===== config.mk =====
export PLATFORM = sky130hd
export DESIGN_NAME = gpzda_field_parser_flat
export DESIGN_NICKNAME = d
export VERILOG_FILES = /design/src/rtl/gpzda_field_parser_if.sv /design/src/rtl/gpzda_field_parser.sv /design/src/flat_wrapper.sv
export SDC_FILE = /design/constraint.sdc
export NUM_CORES = 1
export LEC_CHECK = 0
export CAP_MARGIN = 20
export CORE_MARGIN = 2
export CORE_UTILIZATION = 64
export DETAILED_ROUTE_END_ITERATION = 7
export PLACE_DENSITY_LB_ADDON = 0.08
export SYNTH_ARGS = -nofsm -noshare
export SYNTH_HDL_FRONTEND = slang
export SYNTH_SLANG_ARGS = --single-unit

===== constraint.sdc =====
create_clock -name clock -period 10.44 [get_ports clock]
set_input_delay 2.088 -clock clock [delete_from_list [all_inputs] [get_ports clock]]
set_output_delay 2.088 -clock clock [all_outputs]
set_load 0.02 [all_outputs]

===== src/rtl/gpzda_field_parser_if.sv =====
// Byte-stream and result bundle between the $GPZDA header comparer, the ZDA
// field parser and its consumer.
interface gpzda_field_parser_if #(parameter int YEAR_W = 14);
    logic              load;
    logic [7:0]        data;
    logic              start;
    logic [4:0]        hour;
    logic [5:0]        minute;
    logic [5:0]        second;
    logic [4:0]        day;
    logic [3:0]        month;
    logic [YEAR_W-1:0] year;
    logic              valid;
    logic              error;
    logic              busy;

    modport master (output load, data, start,
                    input  hour, minute, second, day, month, year, valid, error, busy);
    modport slave  (input  load, data, start,
                    output hour, minute, second, day, month, year, valid, error, busy);
endinterface


===== src/rtl/gpzda_field_parser.sv =====
// Parses ",hhmmss[.f*],dd,mm,yyyy,[-]zz,zz*" after a matched $GPZDA header.
// Define GPZDA_CHECKSUM_EN to also check the two trailing hex checksum chars.
module gpzda_field_parser #(
    parameter int YEAR_W = 14
) (
    input  logic                 clock,
    input  logic                 restart_n,
    gpzda_field_parser_if.slave  bus
);
    typedef enum logic [3:0] {
        IDLE, SEP, TIME, FRAC, DAY, MONTH, YEAR, ZH, ZM
`ifdef GPZDA_CHECKSUM_EN
        , CS_HI, CS_LO
`endif
    } state_t;

    state_t            state, state_d;
    logic [2:0]        cnt;
    logic              neg;
    logic [6:0]        p_hour, p_min, p_sec, p_day, p_mon;
    logic [YEAR_W-1:0] p_year;
    logic              take, take_neg, err_d, ok_d;

    wire       is_dig = (bus.data >= "0") && (bus.data <= "9");
    wire [3:0] dig    = bus.data[3:0];

`ifdef GPZDA_CHECKSUM_EN
    logic [7:0] cs;
    logic [3:0] cs_hi;
    wire        is_hex = is_dig || ((bus.data >= "A") && (bus.data <= "F"));
    wire [3:0]  hexv   = is_dig ? dig : dig + 4'd9;
`endif

    always_ff @(posedge clock or negedge restart_n) begin
        if (!restart_n) state <= IDLE;
        else            state <= state_d;
    end

    always_comb begin
        state_d  = state;
        take     = 1'b0;
        take_neg = 1'b0;
        err_d    = 1'b0;
        ok_d     = 1'b0;
        if (bus.load) begin
            if (bus.start) begin
                state_d = SEP;
            end else begin
                case (state)
                    IDLE: ;
                    SEP: if (bus.data == ",") state_d = TIME; else err_d = 1'b1;
                    TIME:
                        if (is_dig && cnt < 3'd6) take = 1'b1;
                        else if (cnt == 3'd6 && (bus.data == "," || bus.data == ".")) begin
                            if (p_hour > 7'd23 || p_min > 7'd59 || p_sec > 7'd60) err_d = 1'b1;
                            else state_d = (bus.data == ",") ? DAY : FRAC;
                        end else err_d = 1'b1;
                    FRAC:
                        if (bus.data == ",") state_d = DAY;
                        else if (!is_dig) err_d = 1'b1;
                    DAY:
                        if (is_dig && cnt < 3'd2) take = 1'b1;
                        else if (cnt == 3'd2 && bus.data == ",") begin
                            if (p_day == 7'd0 || p_day > 7'd31) err_d = 1'b1;
                            else state_d = MONTH;
                        end else err_d = 1'b1;
                    MONTH:
                        if (is_dig && cnt < 3'd2) take = 1'b1;
                        else if (cnt == 3'd2 && bus.data == ",") begin
                            if (p_mon == 7'd0 || p_mon > 7'd12) err_d = 1'b1;
                            else state_d = YEAR;
                        end else err_d = 1'b1;
                    YEAR:
                        if (is_dig && cnt < 3'd4) take = 1'b1;
                        else if (cnt == 3'd4 && bus.data == ",") state_d = ZH;
                        else err_d = 1'b1;
                    ZH:
                        if (bus.data == "-" && cnt == 3'd0 && !neg) take_neg = 1'b1;
                        else if (is_dig && cnt < 3'd2) take = 1'b1;
                        else if (cnt == 3'd2 && bus.data == ",") state_d = ZM;
                        else err_d = 1'b1;
                    ZM:
                        if (is_dig && cnt < 3'd2) take = 1'b1;
                        else if (cnt == 3'd2 && bus.data == "*") begin
`ifdef GPZDA_CHECKSUM_EN
                            state_d = CS_HI;
`else
                            ok_d = 1'b1;
`endif
                        end else err_d = 1'b1;
`ifdef GPZDA_CHECKSUM_EN
                    CS_HI: if (is_hex) state_d = CS_LO; else err_d = 1'b1;
                    CS_LO:
                        if (is_hex && {cs_hi, hexv} == cs) ok_d = 1'b1;
                        else err_d = 1'b1;
`endif
                    default: err_d = 1'b1;
                endcase
                if (err_d || ok_d) state_d = IDLE;
            end
        end
    end

    always_ff @(posedge clock or negedge restart_n) begin
        if (!restart_n) begin
            cnt <= '0; neg <= 1'b0;
            p_hour <= '0; p_min <= '0; p_sec <= '0; p_day <= '0; p_mon <= '0; p_year <= '0;
            bus.hour <= '0; bus.minute <= '0; bus.second <= '0;
            bus.day <= '0; bus.month <= '0; bus.year <= '0;
            bus.valid <= 1'b0; bus.error <= 1'b0;
        end else begin
            bus.valid <= ok_d;
            bus.error <= err_d;
            if (bus.load) begin
                if (bus.start) begin
                    cnt <= '0; neg <= 1'b0;
                    p_hour <= '0; p_min <= '0; p_sec <= '0; p_day <= '0; p_mon <= '0; p_year <= '0;
                end else begin
                    if (state_d != state) cnt <= '0;
                    else if (take)        cnt <= cnt + 3'd1;
                    if (take_neg) neg <= 1'b1;
                    // TIME packs hh, mm, ss back to back; cnt picks the field
                    if (take) begin
                        case (state)
                            TIME:
                                if (cnt < 3'd2)      p_hour <= p_hour * 7'd10 + {3'b000, dig};
                                else if (cnt < 3'd4) p_min  <= p_min  * 7'd10 + {3'b000, dig};
                                else                 p_sec  <= p_sec  * 7'd10 + {3'b000, dig};
                            DAY:     p_day  <= p_day * 7'd10 + {3'b000, dig};
                            MONTH:   p_mon  <= p_mon * 7'd10 + {3'b000, dig};
                            YEAR:    p_year <= p_year * YEAR_W'(10) + YEAR_W'(dig);
                            default: ;
                        endcase
                    end
                end
            end
            if (ok_d) begin
                bus.hour <= p_hour[4:0]; bus.minute <= p_min[5:0]; bus.second <= p_sec[5:0];
                bus.day  <= p_day[4:0];  bus.month  <= p_mon[3:0]; bus.year   <= p_year;
            end
        end
    end

`ifdef GPZDA_CHECKSUM_EN
    // Seed is G^P^Z^D^A since the header bytes never reach this block
    always_ff @(posedge clock or negedge restart_n) begin
        if (!restart_n) begin
            cs    <= 8'h48;
            cs_hi <= '0;
        end else if (bus.load) begin
            if (bus.start) cs <= 8'h48;
            else if (state != IDLE && state != CS_HI && state != CS_LO && bus.data != "*")
                cs <= cs ^ bus.data;
            if (state == CS_HI) cs_hi <= hexv;
        end
    end
`endif

    assign bus.busy = (state != IDLE);
endmodule

===== src/flat_wrapper.sv =====
// flat-port wrapper written by rule: the top's interface ports become plain ports
module gpzda_field_parser_flat 
#(
    parameter int YEAR_W = 14
)
  (clock, restart_n, bus_load, bus_data, bus_start, bus_hour, bus_minute, bus_second, bus_day, bus_month, bus_year, bus_valid, bus_error, bus_busy);
  gpzda_field_parser_if #(.YEAR_W(YEAR_W)) bus_i ();
  input  logic clock;
  input  logic restart_n;
  input wire logic [$bits(bus_i.load)-1:0] bus_load;
  input wire logic [$bits(bus_i.data)-1:0] bus_data;
  input wire logic [$bits(bus_i.start)-1:0] bus_start;
  output wire logic [$bits(bus_i.hour)-1:0] bus_hour;
  output wire logic [$bits(bus_i.minute)-1:0] bus_minute;
  output wire logic [$bits(bus_i.second)-1:0] bus_second;
  output wire logic [$bits(bus_i.day)-1:0] bus_day;
  output wire logic [$bits(bus_i.month)-1:0] bus_month;
  output wire logic [$bits(bus_i.year)-1:0] bus_year;
  output wire logic [$bits(bus_i.valid)-1:0] bus_valid;
  output wire logic [$bits(bus_i.error)-1:0] bus_error;
  output wire logic [$bits(bus_i.busy)-1:0] bus_busy;
  assign bus_i.load = bus_load;
  assign bus_i.data = bus_data;
  assign bus_i.start = bus_start;
  assign bus_hour = bus_i.hour;
  assign bus_minute = bus_i.minute;
  assign bus_second = bus_i.second;
  assign bus_day = bus_i.day;
  assign bus_month = bus_i.month;
  assign bus_year = bus_i.year;
  assign bus_valid = bus_i.valid;
  assign bus_error = bus_i.error;
  assign bus_busy = bus_i.busy;
  gpzda_field_parser #(.YEAR_W(YEAR_W)) u_core (.clock(clock), .restart_n(restart_n), .bus(bus_i));
endmodule

==> out/metrics.csv <==
stage;metric;value;unit
place;placed wire-length estimate;11900;um
setup_path;Crit-path slowest cell;clkdlybuf4s50_1;
setup_path;Crit path largest cell delay;0.95;ns
clocking;number of gates resized after cts;0;
global_routing;initial antenna violation count;0;
logic_synthesis;Synth top area share;0.379;
global_routing;vias in the first global route;5558;
clocking;Bufs on Longest Clock Path;2;
logic_synthesis;Avg Cell Area, Syn;10.1;um2
die;die area;0.0110;mm2
clocking;TritonCTS buffer count;9;
setup_path;critical path type;primary input to register;
sta;fmax;0.170;GHz
logic_synthesis;Syn Nets;730;
layout;final core occ;0.752;
clocking;clk slew on worst S/H paths;0.09;ns
logic_synthesis;post-synth top area cell;dfrtp_1;
die;Die Span Y;105;um
layout;Ant. Diodes;0;
logic_synthesis;most common cell in the netlist;dfrtp_1;
drt;Via density;6.37;
die;Die W;105;um
run;Max Cap Viol;0;
logic_synthesis;largest cells by area after synthesis;dfrtp_1 38%, ha_1 11%, mux2_2 6.9%;
sta;Worst slew margin;0.279;
place;# port buffers;54;
drt;DRT Wirelength;16200;um
setup_path;Crit path buffers/inverters;1;
layout;fill cell count;629;
drt;Avg WL per Cell;19.5;um
power;leakage;3.47;nW
setup_path;crit path launch type;primary input;
setup_path;Most Frequent Cell on Critical Path;nor3_1;
setup_path;worst path cell trace;clkdlybuf4s50_1 -> nand3b_1 -> nor3_1 -> a211o_1 -> nand4_1 -> nor3_1 -> o311ai_2 -> a2111oi_4 -> o2111ai_1 -> o31ai_1;
die;num rows;36;
layout;Final #Nets;778;
drt;vias;5297;
drt;post-route ant nets;0;
place;RePlAce Congestion;0.951;
logic_synthesis;Mapped Area;0.00654;mm2
outcome;outcome;completed;
global_routing;grt ovf;0;
logic_synthesis;Async SR Flop Fraction;1.00;
global_routing;first-pass GRT wire length;27600;um
drt;first-iteration detailed-routing DRC count;379;
setup_path;worst r2r src;u_core.cnt[2];
setup_path;CP Launch Point;bus_data[3];
sta;crit path time final;5.90;ns
logic_synthesis;Post-Syn Instances;646;
worst_hold_path;Hold Path Class;register to register;
layout;share of layout cells above drive strength 1;0.106;
die;Initial Utilization;0.663;
clocking;CTS root buf;clkbuf_8;
logic_synthesis;top post-synthesis cells by count;99 x dfrtp_1, 60 x ha_1, 53 x nand2_1;
setup_path;Setup crit end kind;register;
global_routing;GRT Total Usage;0.313;
die;core area;0.00986;mm2
drt;drt drc;0;
sta;setup tns final;0;ns
logic_synthesis;post-synthesis register bit count;99;
setup_path;Req. time, crit path;10.72;ns
logic_synthesis;count of cell types in the netlist;65;
logic_synthesis;post-synthesis sequential area ratio;0.379;
setup_path;worst path arrival time;6.18;ns
power;Power Density;104;mW/mm2
sta;Hold Violations, Final;0;
clocking;clk sink count;99;
sta;RSZ-0062 raised after global routing;false;
clocking;CTS tree;yes;
logic_synthesis;Post-synth EDFFs;0;
clocking;CTS H-tree depth;3;
layout;Layout Area Growth over Synthesis;13.5;%
logic_synthesis;yosys warns;0;
sta;Tcrit/Tclk final;0.565;
clocking;clk_lat worst skew;0.37;ns
global_routing;pin count of the biggest net entering global routing;79;
sta;skew final;0.0119;ns
logic_synthesis;Most used DFF post-synth;dfrtp_1;
sta;Slew @ Worst Pin;1.08;ns
setup_path;Top delay family on crit path;simple AND/OR/NAND/NOR gates;
die;IO Count;55;
clocking;# Post-CTS Setup Buffers;0;
setup_path;Crit Path Max Fanout;13;
worst_hold_path;hold path startpoint;u_core.bus.year[9];
clocking;Hold-fix buffers, CTS;0;
sta;Final setup viols;0;
sta;Slew Limit Fails;0;
drt;Pre-Repair DR Iteration Count;5;
power;Peak VDD IR;99.7;uV
==> registers in the layout, summed over array words and instances (netlist names), 6 cells and up <==
register / flops
u_core.p_sec: 7
u_core.p_hour: 7
u_core.p_mon: 7
u_core.bus.year: 14
u_core.bus.second: 6
u_core.p_year: 14
u_core.bus.minute: 6
u_core.p_day: 7
u_core.p_min: 7
==> where the power goes <==
group / total (mW) / internal (mW) / switching (mW)
registers: 0.402 / 0.387 / 0.0152
clock network: 0.256 / 0.119 / 0.137
logic: 0.111 / 0.0412 / 0.0703
==> final cells by class <==
cell class	instances	area, um2	share of cell area
repair buffers	60	583	0.0786
well taps	133	166	0.0224
clock buffers	11	141	0.0191
flip-flops and latches	99	2480	0.334
multi-input cells	485	3840	0.518
clock inverters	5	60.1	0.00809
inverters	39	146	0.0197
==> kinds of logic after synthesis <==
family / after synthesis / share of synthesized area
AND/OR/NAND/NOR: 182 / 0.146
AO/OA/AOI/OAI: 137 / 0.144
flip-flops: 99 / 0.379
adder cells (fa/ha/maj): 72 / 0.152
buffers and inverters: 62 / 0.0358
XOR/XNOR: 50 / 0.0691
multiplexers: 44 / 0.0750
==> layer usage <==
metal,part of all wire,track usage
met4,0.034,0.135
met1,0.42,0.409
met2,0.49,0.517
met5,0,0
met3,0.053,0.0468
==> metrics by stage <==
stage / power [mW] / cells / hold WS, ns / setup WS, ns / cell area [um2]
floorplan: 0.476 / 646 / 0.454 / 5.39 / 6540
global placement: 0.519 / 815 / 0.487 / 4.36 / 7210
detailed placement: 0.519 / 815 / 0.495 / 4.26 / 7210
global route: 0.804 / 832 / 0.531 / 4.24 / 7420
finish: 0.769 / 832 / 0.514 / 4.54 / 7420
CTS: 0.773 / 831 / 0.515 / 4.65 / 7410
==> layout by cell type (no fill, tap or decap), types with 7 or more instances in the layout <==
cell / instances
dfrtp_1: 99
ha_1: 60
nand2_1: 53
clkdlybuf4s50_1: 53
o21ai_0: 42
mux2_2: 40
inv_1: 39
xnor2_1: 36
nand3_1: 33
nor2_1: 28
a21oi_1: 23
a22o_1: 14
a21o_1: 13
xor2_1: 13
fa_1: 12
nor3_1: 11
clkbuf_8: 10
nor3b_1: 9
nor2b_1: 8
buf_4: 7
==> final timing paths <==
check                      depth (start not counted)  slack (ns)              endpoint
setup reg to reg                                   9        6.49         u_core.cnt[2]
hold / removal                                     1        0.51    u_core.bus.year[9]
max in group asynchronous                          2        7.58  u_core.bus.second[1]
setup / recovery                                  10        4.54         u_core.cnt[2]
min in group asynchronous                          1        1.60       u_core.p_mon[6]
hold reg to reg                                    1        0.51    u_core.bus.year[9]
Power figures use the tool's default switching activity.
